### src/rtl/br_enc_bin2gray.sv
// Binary-to-Gray encoder.
module br_enc_bin2gray #(
  parameter int Width = 3
) (
  input  logic [Width-1:0] bin,
  output logic [Width-1:0] gray
);

  assign gray = bin ^ (bin >> 1);

endmodule

### src/rtl/br_enc_gray2bin.sv
// Gray-to-binary decoder: each binary bit is the XOR of all Gray bits at or above it.
module br_enc_gray2bin #(
  parameter int Width = 3
) (
  input  logic [Width-1:0] gray,
  output logic [Width-1:0] bin
);

  always_comb begin
    bin = '0;
    for (int unsigned i = 0; i < Width; i++) begin
      bin[i] = ^(gray >> i);
    end
  end

endmodule

### src/rtl/br_enc_gray_incr.sv
// Gray-coded counter register; the binary view is decoded combinationally from the register.
module br_enc_gray_incr #(
  parameter int Width = 3
) (
  input  logic             clk,
  input  logic             rst,
  input  logic             incr,
  output logic [Width-1:0] gray,
  output logic [Width-1:0] bin
);

  logic [Width-1:0] bin_next;
  logic [Width-1:0] gray_next;

  br_enc_gray2bin #(.Width(Width)) u_gray2bin (
    .gray (gray),
    .bin  (bin)
  );

  assign bin_next = bin + Width'(1);

  br_enc_bin2gray #(.Width(Width)) u_bin2gray (
    .bin  (bin_next),
    .gray (gray_next)
  );

  always_ff @(posedge clk) begin
    if (rst) begin
      gray <= '0;
    end else if (incr) begin
      gray <= gray_next;
    end
  end

endmodule

### src/rtl/br_fifo_gray_ptr_ctrl.sv
// FIFO pointer controller: Gray-coded read/write pointers with occupancy and full/empty status.
module br_fifo_gray_ptr_ctrl #(
  parameter int Depth     = 4,
  parameter int AddrWidth = $clog2(Depth),
  parameter int PtrWidth  = AddrWidth + 1
) (
  input  logic                 clk,
  input  logic                 rst,
  input  logic                 push_valid,
  output logic                 push_ready,
  output logic                 pop_valid,
  input  logic                 pop_ready,
  output logic [AddrWidth-1:0] wr_addr,
  output logic [AddrWidth-1:0] rd_addr,
  output logic [PtrWidth-1:0]  wr_ptr_gray,
  output logic [PtrWidth-1:0]  rd_ptr_gray,
  output logic [PtrWidth-1:0]  items,
  output logic                 full,
  output logic                 empty
);

  if (Depth < 2 || (Depth & (Depth - 1)) != 0) begin : g_bad_depth
    $error("Depth must be a power of two and at least 2");
  end
  if (AddrWidth != $clog2(Depth) || PtrWidth != AddrWidth + 1) begin : g_bad_width
    $error("AddrWidth and PtrWidth are derived and must not be overridden");
  end

  logic [PtrWidth-1:0] wr_bin;
  logic [PtrWidth-1:0] rd_bin;
  logic                push_fire;
  logic                pop_fire;

  br_enc_gray_incr #(.Width(PtrWidth)) u_wr_ptr (
    .clk  (clk),
    .rst  (rst),
    .incr (push_fire),
    .gray (wr_ptr_gray),
    .bin  (wr_bin)
  );

  br_enc_gray_incr #(.Width(PtrWidth)) u_rd_ptr (
    .clk  (clk),
    .rst  (rst),
    .incr (pop_fire),
    .gray (rd_ptr_gray),
    .bin  (rd_bin)
  );

  // The extra wrap bit makes the modular difference distinguish full from empty.
  assign items      = wr_bin - rd_bin;
  assign empty      = (items == '0);
  assign full       = (items == PtrWidth'(Depth));
  assign push_ready = !full && !rst;
  assign pop_valid  = !empty && !rst;
  assign push_fire  = push_valid && push_ready;
  assign pop_fire   = pop_valid && pop_ready;
  assign wr_addr    = wr_bin[AddrWidth-1:0];
  assign rd_addr    = rd_bin[AddrWidth-1:0];

  a_push_hold : assert property (@(posedge clk) disable iff (rst)
    (push_valid && !push_ready) |=> push_valid)
    else $error("push_valid dropped before the push fired");

  a_occupancy : assert property (@(posedge clk) disable iff (rst)
    items <= PtrWidth'(Depth))
    else $error("occupancy exceeds Depth");

  a_pop_valid : assert property (@(posedge clk) disable iff (rst)
    !pop_valid |=> (rd_ptr_gray == $past(rd_ptr_gray)))
    else $error("read pointer advanced without pop_valid");

endmodule

### config.mk
export PLATFORM = sky130hd
export DESIGN_NAME = br_fifo_gray_ptr_ctrl
export DESIGN_NICKNAME = d
export VERILOG_FILES = /design/src/rtl/br_enc_bin2gray.sv /design/src/rtl/br_enc_gray2bin.sv /design/src/rtl/br_enc_gray_incr.sv /design/src/rtl/br_fifo_gray_ptr_ctrl.sv
export SDC_FILE = /design/constraint.sdc
export NUM_CORES = 1
export LEC_CHECK = 0
export ABC_AREA = 1
export CAP_MARGIN = 20
export CORE_AREA = 5 5 42 44
export DETAILED_ROUTE_END_ITERATION = 12
export DIE_AREA = 0 0 47 49
export PLACE_DENSITY = 0.83
export SLEW_MARGIN = 20
export SYNTH_ARGS = -nofsm -noshare
export SYNTH_HDL_FRONTEND = slang
export SYNTH_SLANG_ARGS = --single-unit
### constraint.sdc
create_clock -name clk -period 2.57 [get_ports clk]
set_input_delay 0.514 -clock clk [delete_from_list [all_inputs] [get_ports clk]]
set_output_delay 0.514 -clock clk [all_outputs]
set_load 0.02 [all_outputs]
## Word-level counts from Yosys, hierarchy flattened

Index checks and enable logic that the tools add are counted.

- Output and inout port bits: 17
- Word-level logic and storage cells: 22
- Input port bits: 4
- Register bits: 6

- Add/subtract/negate cells: 3
- Eq/ne operators: 1
- Bitwise operators: 2
- Reductions and logical operators: 14

Operators with widths:

| operator | count |
|---|---|
| 3-bit parity | 6 |
| 3-bit by 1-bit adder with 3-bit output, second input constant | 2 |
| 3-bit by 2-bit XOR with 3-bit output | 2 |
| 1-bit logical AND | 4 |
| 3-bit equality test, second input constant | 1 |
| 1-bit logical NOT | 3 |
| 3-bit logical NOT | 1 |
| 3-bit subtractor | 1 |

## Logic depth before layout (Yosys ltp)

Gate-level depths: netlist (run 1).

- Depth after elaboration: 6
- Gate-level depth with buffers: 14
- Gate-level depth less buffers: 14

## Modules after synthesis

Synthesis (run 1) repeated with hierarchy kept, for this count alone.

- Cells, all modules: 123
- Area, all modules: 654.4 um^2

By module, submodules not included:

| module | sequential area each (um^2) | area each (um^2) | cells each | instances |
|---|---|---|---|---|
| br_enc_gray_incr | 60.1 | 145.1 | 22 | 2 |
| br_fifo_gray_ptr_ctrl | 0.0 | 178.9 | 35 | 1 |
| br_enc_gray2bin | 0.0 | 51.3 | 12 | 2 |
| br_enc_bin2gray | 0.0 | 41.3 | 10 | 2 |

## Worst setup path before layout (run 1)

Ideal clock, no wire load.

- Path type: register to output
- From: register with a tool-made name
- To: output port push_ready
- Path slack: -0.283 ns
- Required time: 2.056 ns
- Arrival: 2.339 ns
- Path buffers: 0
- Stages on the path, launching flop included: 12
- Cells stage by stage: dfxtp_1 xor2_1 xor2_1 ha_1 fa_1 inv_1 nand2_1 nand2_1 nand2_1 nand3_2 nand2_1 inv_2

RTL lines:

| item | RTL line | text |
|---|---|---|
| end: declaration | br_fifo_gray_ptr_ctrl.sv:10 | `output logic push_ready,` |

==> run_results.csv, run 1 <==
group,metric,value,unit
place,dp_hpwl,1.11,mm
timing,fin_ws,-0.137,ns
status,violations,"setup timing",
setup_path,cpMostUsedCell,"inv_1",
place,place_congestion,0.753,
grt,grt_antenna_before_repair,0,
logic_synthesis,synth_seq_area_share,24.1,%
timing,period_minus_slack,2.71,ns
timing,period_share,105,%
floorplanning,dieHeight,49,um
floorplanning,rows,14,
timing,tightestPinTransition,0.295,ns
worst_hold_path,min_path_type,"reg2reg",
logic_synthesis,syn_nets,81,
drt,via_count,654,
clocking,cts_buffer_depth,2,
logic_synthesis,synth_enable_flop_cells,0,
timing,setup_tns,-0.406,ns
clocking,worstSkewPairLatency,0.26,ns
place,placement.io_buffers,20,
floorplanning,pin_count,21,
clocking,numCtsBuffers,3,
logic_synthesis,ys.flop_type,"dfxtp_1",
setup_path,arrival,2.19,ns
logic_synthesis,synth_area_per_cell,6.66,um2
clocking,root_buffer,"clkbuf_4",
setup_path,worst_setup_path_start_kind,"flip-flop",
cells_and_area,syn_to_final_growth,95.0,%
worst_hold_path,hold_path.startpoint,"u_wr_ptr.gray[0]",
floorplanning,core,1400,um2
setup_path,crit_chain,"xnor2_2, xor2_1, inv_1, ha_2, fa_2, nand2_2, inv_4, nand3_4, nand2_1, inv_1, buf_6",
floorplanning,die_area,2300,um2
drt,viasPerCell,4.81,
logic_synthesis,yosysMostFrequentCell,"nand2_1",
setup_path,critPathKind,"reg2out",
timing,max_slew_margin,80.3,%
grt,grt_pass1_wl,2.90,mm
setup_path,r2r_setup_slack,0.26,ns
worst_hold_path,min_to,"u_wr_ptr.gray[0]",
setup_path,critPathMaxFanout,3,
setup_path,cp-end-kind,"primary output",
place,post-place-ws,-0.426,ns
cells_and_area,post_route_cells_drive_above_1_share,50.8,%
setup_path,required,2.06,ns
drt,detail_route.wl_per_cell,12.8,um
logic_synthesis,synth_common_cells,"nand2_1, inv_1, dfxtp_1, nor2_1",
clocking,ctsHtreeMaxLevel,1,
logic_synthesis,yosys_warnings,0,
timing,rsz0062_at_grt,"yes",
grt,track_usage,17.4,%
worst_hold_path,hold_depth,3,
clocking,cts.sinks,6,
setup_path,cp_top_family,"adder cells",
cells_and_area,regArea,128,um2
timing,clock_skew,0.00929,ns
logic_synthesis,synth_top_area_share,24.1,%
cells_and_area,multi_input_area,364,um2
logic_synthesis,ys_ff_latch,6,
cells_and_area,nFillCells,108,
clocking,cts.clk_slew.worst_paths,0.06,ns
cells_and_area,antenna_cells,0,
cells_and_area,utilization,69.5,%
logic_synthesis,async_reset_ff_share,0,%
logic_synthesis,yosysUniqueCellTypes,19,
drt,dr.pass1.iters,4,
grt,first_global_vias,670,
drt,drcViolationCount,0,
status,status,"finished with violations",
drt,routed_wl,1.74,mm
setup_path,r2r_cells,14,
setup_path,crit_path_max_incr_delay,0.54,ns
floorplanning,start_util,35.6,%
timing,max_freq,369,MHz
setup_path,crit_buf_inv,4,
logic_synthesis,synth_cells,75,
drt,drt_iter0_drc,27,
timing,hold_violations,0,
logic_synthesis,syn_area,499,um2
drt,detail-route-antenna-nets,0,
logic_synthesis,yosys.area.top_type,"dfxtp_1",
grt,grt_max_degree,9,
timing,final_max_slew_viol_count,0,
setup_path,slowest_stage,"fa_2",
cells_and_area,final_nets,128,
logic_synthesis,synth_area_leaders,"dfxtp_1, nand2_1, inv_1, nand3_2, xor2_1",
clocking,cts_tree,"built",
grt,grt_overflow,0,
floorplanning,die_w,47,um
timing,finalSetupViolations,4,
job,maxCapViolCount,0,
metrics by stage:
| stage | instances | area, um2 | hold WS, ns |
|---|---|---|---|
| 6_report | 136 | 973 | 0.610 |
| 5_1_grt | 136 | 973 | 0.647 |
| 4_1_cts | 134 | 941 | 0.626 |
| 3_5_place_dp | 126 | 858 | 0.599 |
| 3_3_place_gp | 126 | 858 | 0.591 |
| 2_1_floorplan | 75 | 523 | 0.563 |
per-layer routing:
metal | routed length [um] | share of wire [%] | GRT usage (%)
met1 | 694 | 40 | 18.1
met2 | 876 | 50 | 28.5
met3 | 115 | 6.6 | 5.17
met4 | 59 | 3.4 | 11.5
met5 | 0 | 0 | 0
worst max-delay path by stage:
stage | end | slack, ns | cells past startpoint | from
after floorplan | push_ready | 0.04 | 12 | flip-flop
after global placement | push_ready | -0.33 | 13 | flip-flop
after detailed placement | push_ready | -0.43 | 13 | flip-flop
after CTS | push_ready | -0.12 | 11 | flip-flop
after global routing | pop_valid | -0.20 | 11 | flip-flop
final | pop_valid | -0.14 | 11 | flip-flop
cells by family after synthesis:
group           after synthesis  share of synthesized area, %
compound gates                2                          2.76
xor+xnor                      4                          7.02
fa+ha+maj                     2                          6.52
buf+inv                      20                          15.3
flops                         6                          24.1
simple gates                 41                          44.4
cell type report:
type | instances | share of cell area [%]
clock buffers | 3 | 2.31
inverters | 19 | 7.58
multi-input cells | 49 | 37.4
flip-flops and latches | 6 | 13.1
well taps | 16 | 2.06
repair buffers | 43 | 37.5
worst min-delay path, stage by stage, from the launching register on:
cell     delay [ns]
dfxtp_1        0.31
buf_4          0.14
nand2_1        0.07
a21oi_2        0.05
cells in the final DEF, fill, tap and decap left out:
cell	instances
buf_4	24
nand2_1	17
inv_1	13
clkdlybuf4s50_1	13
nor2_1	6
inv_2	5
nand2_2	4
nand3_1	4
buf_6	4
nand3_4	3
dfxtp_2	3
clkbuf_4	3
nand4_2	2
nor2_2	2
nand4_1	2
dfxtp_1	2
xor2_4	1
xnor2_2	1
xor2_2	1
inv_4	1
o21ai_1	1
nand3_2	1
a21oi_2	1
xor2_1	1
fa_2	1
ha_2	1
dfxtp_4	1
clkbuf_2	1
buf_2	1
timing repair:
action                                 CTS  global route
endpoints found under the hold margin    0             0
hold buffers                             0             0
setup endpoints to repair                6             7
cloned                                   0             0
resized for setup                       38             7
pin swaps                                7             4
setup buffers                            5             2
Power of run 1 is left out: the tool's default activity adds up to more than one toggle a clock period on the data nets, which glitch-free logic cannot reach.
==> inputs of run 2 (changes only) <==
--- a/config.mk
+++ b/config.mk
@@ -8,6 +8,7 @@
 export ABC_AREA = 1
 export CAP_MARGIN = 20
 export CORE_AREA = 5 5 42 44
+export CTS_BUF_LIST = sky130_fd_sc_hd__clkbuf_8 sky130_fd_sc_hd__clkbuf_16
 export DETAILED_ROUTE_END_ITERATION = 12
 export DIE_AREA = 0 0 47 49
 export PLACE_DENSITY = 0.83
==> run_results.csv, run 2 (synthesis results as in run 1) <==
group,metric,value,unit
job,maxCapViolCount,0,
setup_path,worst_setup_path_start_kind,"flip-flop",
setup_path,required,2.06,ns
cells_and_area,final_nets,128,
setup_path,cp-end-kind,"primary output",
timing,hold_violations,0,
cells_and_area,final_cell_mix,"buf_4, nand2_1, clkdlybuf4s50_1, inv_1, nand2_2",
floorplanning,dieHeight,49,um
timing,tightestPinTransition,0.283,ns
cells_and_area,final_cell_area,1010,um2
drt,detail-route-antenna-nets,0,
grt,grt_pass1_wl,2.92,mm
place,place_inst,126,
clocking,worstSkewPairLatency,0.23,ns
timing,finalSetupViolations,4,
place,place_congestion,0.753,
setup_path,r2r_setup_slack,0.31,ns
setup_path,critPathMaxFanout,3,
floorplanning,start_util,35.6,%
cells_and_area,syn_to_final_growth,102,%
cells_and_area,post_route_cells_drive_above_1_share,54.2,%
timing,max_freq,373,MHz
floorplanning,die_area,2300,um2
floorplanning,die_w,47,um
place,post-place-ws,-0.426,ns
grt,grt_antenna_before_repair,0,
setup_path,critPathKind,"reg2out",
setup_path,arrival,2.16,ns
place,place_area,858,um2
clocking,cts_tree,"built",
timing,fin_ws,-0.108,ns
drt,detail_route.wl_per_cell,13.4,um
drt,via_count,649,
grt,met2_usage,28.5,%
drt,drcViolationCount,0,
worst_hold_path,hold_depth,3,
grt,met1_usage,19.2,%
place,dp_hpwl,1.11,mm
grt,grt_use_met3,3.69,%
status,violations,"setup timing",
timing,max_slew_margin,81.1,%
drt,drt_iter0_drc,18,
floorplanning,rows,14,
grt,first_global_vias,648,
cells_and_area,utilization,71.8,%
timing,period_minus_slack,2.68,ns
worst_hold_path,hold_path.startpoint,"u_wr_ptr.gray[0]",
floorplanning,pin_count,21,
drt,dr.pass1.iters,4,
timing,final_max_slew_viol_count,0,
clocking,cts.sinks,6,
clocking,numCtsBuffers,3,
grt,grt_overflow,0,
clocking,cts_hold_buffers,0,
cells_and_area,layout_commonest_cell,"buf_4",
cells_and_area,antenna_cells,0,
drt,routed_wl,1.83,mm
status,status,"finished with violations",
timing,period_share,104,%
worst_hold_path,min_to,"u_wr_ptr.gray[0]",
clocking,cts.clk_slew.worst_paths,0.04,ns
clocking,ctsHtreeMaxLevel,1,
cells_and_area,stdcell_count,136,
setup_path,r2r_cells,14,
grt,grt.busiest_layer,"met2",
grt,grt_max_degree,9,
setup_path,r2r_end,"u_wr_ptr.gray[0]",
timing,rsz0062_at_grt,"yes",
clocking,cts_buffer_depth,2,
drt,viasPerCell,4.77,
floorplanning,core,1400,um2
worst_hold_path,min_path_type,"reg2reg",
grt,track_usage,17.6,%
clocking,root_buffer,"clkbuf_8",
place,placement.io_buffers,20,
timing,clock_skew,0.00202,ns
## run 2: cell types whose count changed in the layout (fill, tap and decap cells not counted), moves of 2 or more
| cell | before | now |
|---|---|---|
| clkbuf_4 | 3 | 0 |
| clkbuf_8 | 0 | 3 |
| nand2_1 | 17 | 14 |
| nand2_2 | 4 | 7 |
| nand3_2 | 1 | 3 |
## run 2: final cells by class
class	count	area [um2]
Tap cell	16	20.0
Inverter	19	73.8
Multi-Input combinational cell	49	369
Fill cell	102	395
Timing Repair Buffer	43	377
Sequential cell	6	125
Clock buffer	3	41.3
## run 2: critical path, stage by stage, from the launching register on
cell	delay [ns]
dfxtp_2	0.32
xnor2_2	0.19
xor2_1	0.16
inv_1	0.07
ha_2	0.18
fa_2	0.56
nand2_2	0.07
inv_4	0.07
nand3_4	0.08
nand2_2	0.07
inv_2	0.04
buf_6	0.12
## run 2: worst max-delay path by stage
stage,start,endpoint,slack (ns),cells after the start
2_1_floorplan,flip-flop,push_ready,0.04,12
3_3_place_gp,flip-flop,push_ready,-0.33,13
3_5_place_dp,flip-flop,push_ready,-0.43,13
4_1_cts,flip-flop,push_ready,-0.11,11
5_1_grt,flip-flop,push_ready,-0.18,11
6_report,flip-flop,push_ready,-0.11,11
## run 2: timing repair
| item | 4_1_cts | 5_1_grt |
|---|---|---|
| hold endpoints to repair | 0 | 0 |
| setup endpoints to repair | 6 | 6 |
| pin swaps | 4 | 5 |
| resized for setup | 37 | 12 |
| buffers inserted | 6 | 1 |
## run 2: routing by layer
| layer | part of all wire (%) | vias to the layer above |
|---|---|---|
| li1 | - | 317 |
| met1 | 40 | 306 |
| met2 | 52 | 21 |
| met3 | 5.6 | 5 |
| met4 | 2.4 | 0 |
| met5 | 0 | - |
## run 2: per-stage QoR
step                      TNS (ns)  hold slack, ns
after global placement       -1.31           0.591
after CTS                   -0.197           0.624
final                       -0.268           0.616
after floorplan                  0           0.563
after global routing        -0.517           0.653
after detailed placement     -1.70           0.599
Power of run 2 is left out for the same reason.
==> inputs of run 3 (changes only) <==
--- a/config.mk
+++ b/config.mk
@@ -9,10 +9,12 @@
 export CAP_MARGIN = 20
 export CORE_AREA = 5 5 42 44
 export CTS_BUF_LIST = sky130_fd_sc_hd__clkbuf_8 sky130_fd_sc_hd__clkbuf_16
+export CTS_CLUSTER_DIAMETER = 60
 export DETAILED_ROUTE_END_ITERATION = 12
 export DIE_AREA = 0 0 47 49
 export PLACE_DENSITY = 0.83
-export SLEW_MARGIN = 20
+export SKIP_LAST_GASP = 1
+export SLEW_MARGIN = 10
 export SYNTH_ARGS = -nofsm -noshare
 export SYNTH_HDL_FRONTEND = slang
 export SYNTH_SLANG_ARGS = --single-unit
==> run_results.csv, run 3 (synthesis results as in run 1) <==
group,metric,value,unit
floorplanning,start_util,35.6,%
timing,clock_skew,0.000986,ns
setup_path,arrival,2.20,ns
setup_path,r2r_setup_slack,0.25,ns
floorplanning,core,1400,um2
cells_and_area,antenna_cells,0,
setup_path,critPathKind,"reg2out",
drt,drcViolationCount,0,
status,violations,"setup timing",
drt,drt_iter0_drc,27,
setup_path,cp-end-kind,"primary output",
timing,rsz0062_at_grt,"yes",
setup_path,required,2.06,ns
setup_path,r2r_cells,14,
timing,max_freq,369,MHz
cells_and_area,layout_commonest_cell,"buf_4",
floorplanning,die_w,47,um
grt,grt_antenna_before_repair,0,
setup_path,worst_setup_path_start_kind,"flip-flop",
grt,grt_pass1_wl,2.96,mm
timing,fin_ws,-0.143,ns
setup_path,cp_top_family,"adder cells",
clocking,cts_buffer_depth,2,
cells_and_area,stdcell_count,136,
timing,period_share,106,%
setup_path,crit_chain,"xnor2_2, xor2_1, inv_1, ha_2, fa_2, nand2_2, inv_4, nand3_4, nand2_1, inv_2, buf_6",
floorplanning,rows,14,
grt,grt_overflow,0,
timing,period_minus_slack,2.71,ns
worst_hold_path,min_path_type,"reg2reg",
status,status,"finished with violations",
clocking,root_buffer,"clkbuf_8",
clocking,cts.sinks,6,
floorplanning,die_area,2300,um2
timing,final_max_slew_viol_count,0,
setup_path,crit_path_max_incr_delay,0.56,ns
place,place_inst,126,
drt,detail_route.wl_per_cell,14.4,um
place,dp_hpwl,1.11,mm
timing,max_slew_margin,81.2,%
timing,finalSetupViolations,4,
clocking,worstSkewPairLatency,0.23,ns
drt,dr.pass1.iters,4,
clocking,numCtsBuffers,3,
job,maxCapViolCount,0,
clocking,cts.clk_slew.worst_paths,0.04,ns
drt,via_count,670,
setup_path,crit_end,"push_ready",
timing,whs,0.615,ns
setup_path,r2r_end,"u_wr_ptr.gray[0]",
floorplanning,dieHeight,49,um
setup_path,critPathMaxFanout,3,
worst_hold_path,hold_depth,3,
clocking,cts_tree,"built",
grt,grt_max_degree,9,
cells_and_area,final_nets,128,
drt,detail-route-antenna-nets,0,
worst_hold_path,hold_path.startpoint,"u_wr_ptr.gray[0]",
cells_and_area,post_route_cells_drive_above_1_share,52.5,%
clocking,ctsHtreeMaxLevel,1,
timing,hold_violations,0,
timing,setup_tns,-0.363,ns
drt,viasPerCell,4.93,
timing,tightestPinTransition,0.281,ns
place,placement.io_buffers,20,
place,place_congestion,0.753,
floorplanning,pin_count,21,
grt,first_global_vias,644,
cells_and_area,final_cell_mix,"buf_4, nand2_1, clkdlybuf4s50_1, inv_1",
setup_path,crit_buf_inv,4,
setup_path,slowest_stage,"fa_2",
cells_and_area,syn_to_final_growth,102,%
setup_path,path_depth,11,
drt,routed_wl,1.96,mm
grt,track_usage,17.8,%
[run 3: cell types whose count changed in the layout (fill, tap and decap cells not counted), sizes merged]
cell / change
buf: -1
dlymetal6s2s: +1
[run 3: layout make-up]
type                       instances  area [um2]
sequential                         6         125
multi-input combinational         49         367
fill                             101         393
inverter                          19        73.8
tap                               16        20.0
timing repair buffer              43         382
clock buffer                       3        41.3
[run 3: layer usage]
layer | track usage [%] | vias to the layer above | part of all wire [%]
met1 | 19.4 | 307 | 36
li1 | - | 315 | -
met5 | 0 | - | 0
met3 | 3.69 | 8 | 7.0
met4 | 11.1 | 0 | 2.9
met2 | 29.6 | 40 | 54
[run 3: worst min-delay path by stage]
stage               slack (ns)               end
detailed placement        0.60         flip-flop
global placement          0.59         flip-flop
CTS                       0.62  u_wr_ptr.gray[0]
floorplan                 0.56         flip-flop
finish                    0.62  u_wr_ptr.gray[0]
global route              0.65  u_wr_ptr.gray[0]
[run 3: stage by stage]
stage,utilization (%),instance area (um2),worst slack [ns]
after floorplan,-,523,0.0442
after global routing,72.0,1010,-0.226
final,72.0,1010,-0.143
after detailed placement,61.3,858,-0.426
after global placement,61.3,858,-0.327
after CTS,69.0,967,-0.125
[run 3: what timing repair did]
action                                  4_1_cts  5_1_grt
hold buffers                                  0        0
setup buffers                                 6        1
endpoints found under the setup margin        6        7
gates resized for setup                      35       13
pin swaps                                     4        5
[run 3: worst register-to-register path, stage by stage (launching register included)]
cell and delay [ns]:
dfxtp_2 0.32, xnor2_2 0.20, xor2_1 0.16, inv_1 0.07
ha_2 0.18, fa_2 0.56, nand2_2 0.07, inv_4 0.08
nand3_4 0.08, nand2_1 0.08, inv_2 0.05, buf_4 0.12
buf_4 0.13, nand3_2 0.07, a21oi_2 0.05
Power of run 3 is left out for the same reason.
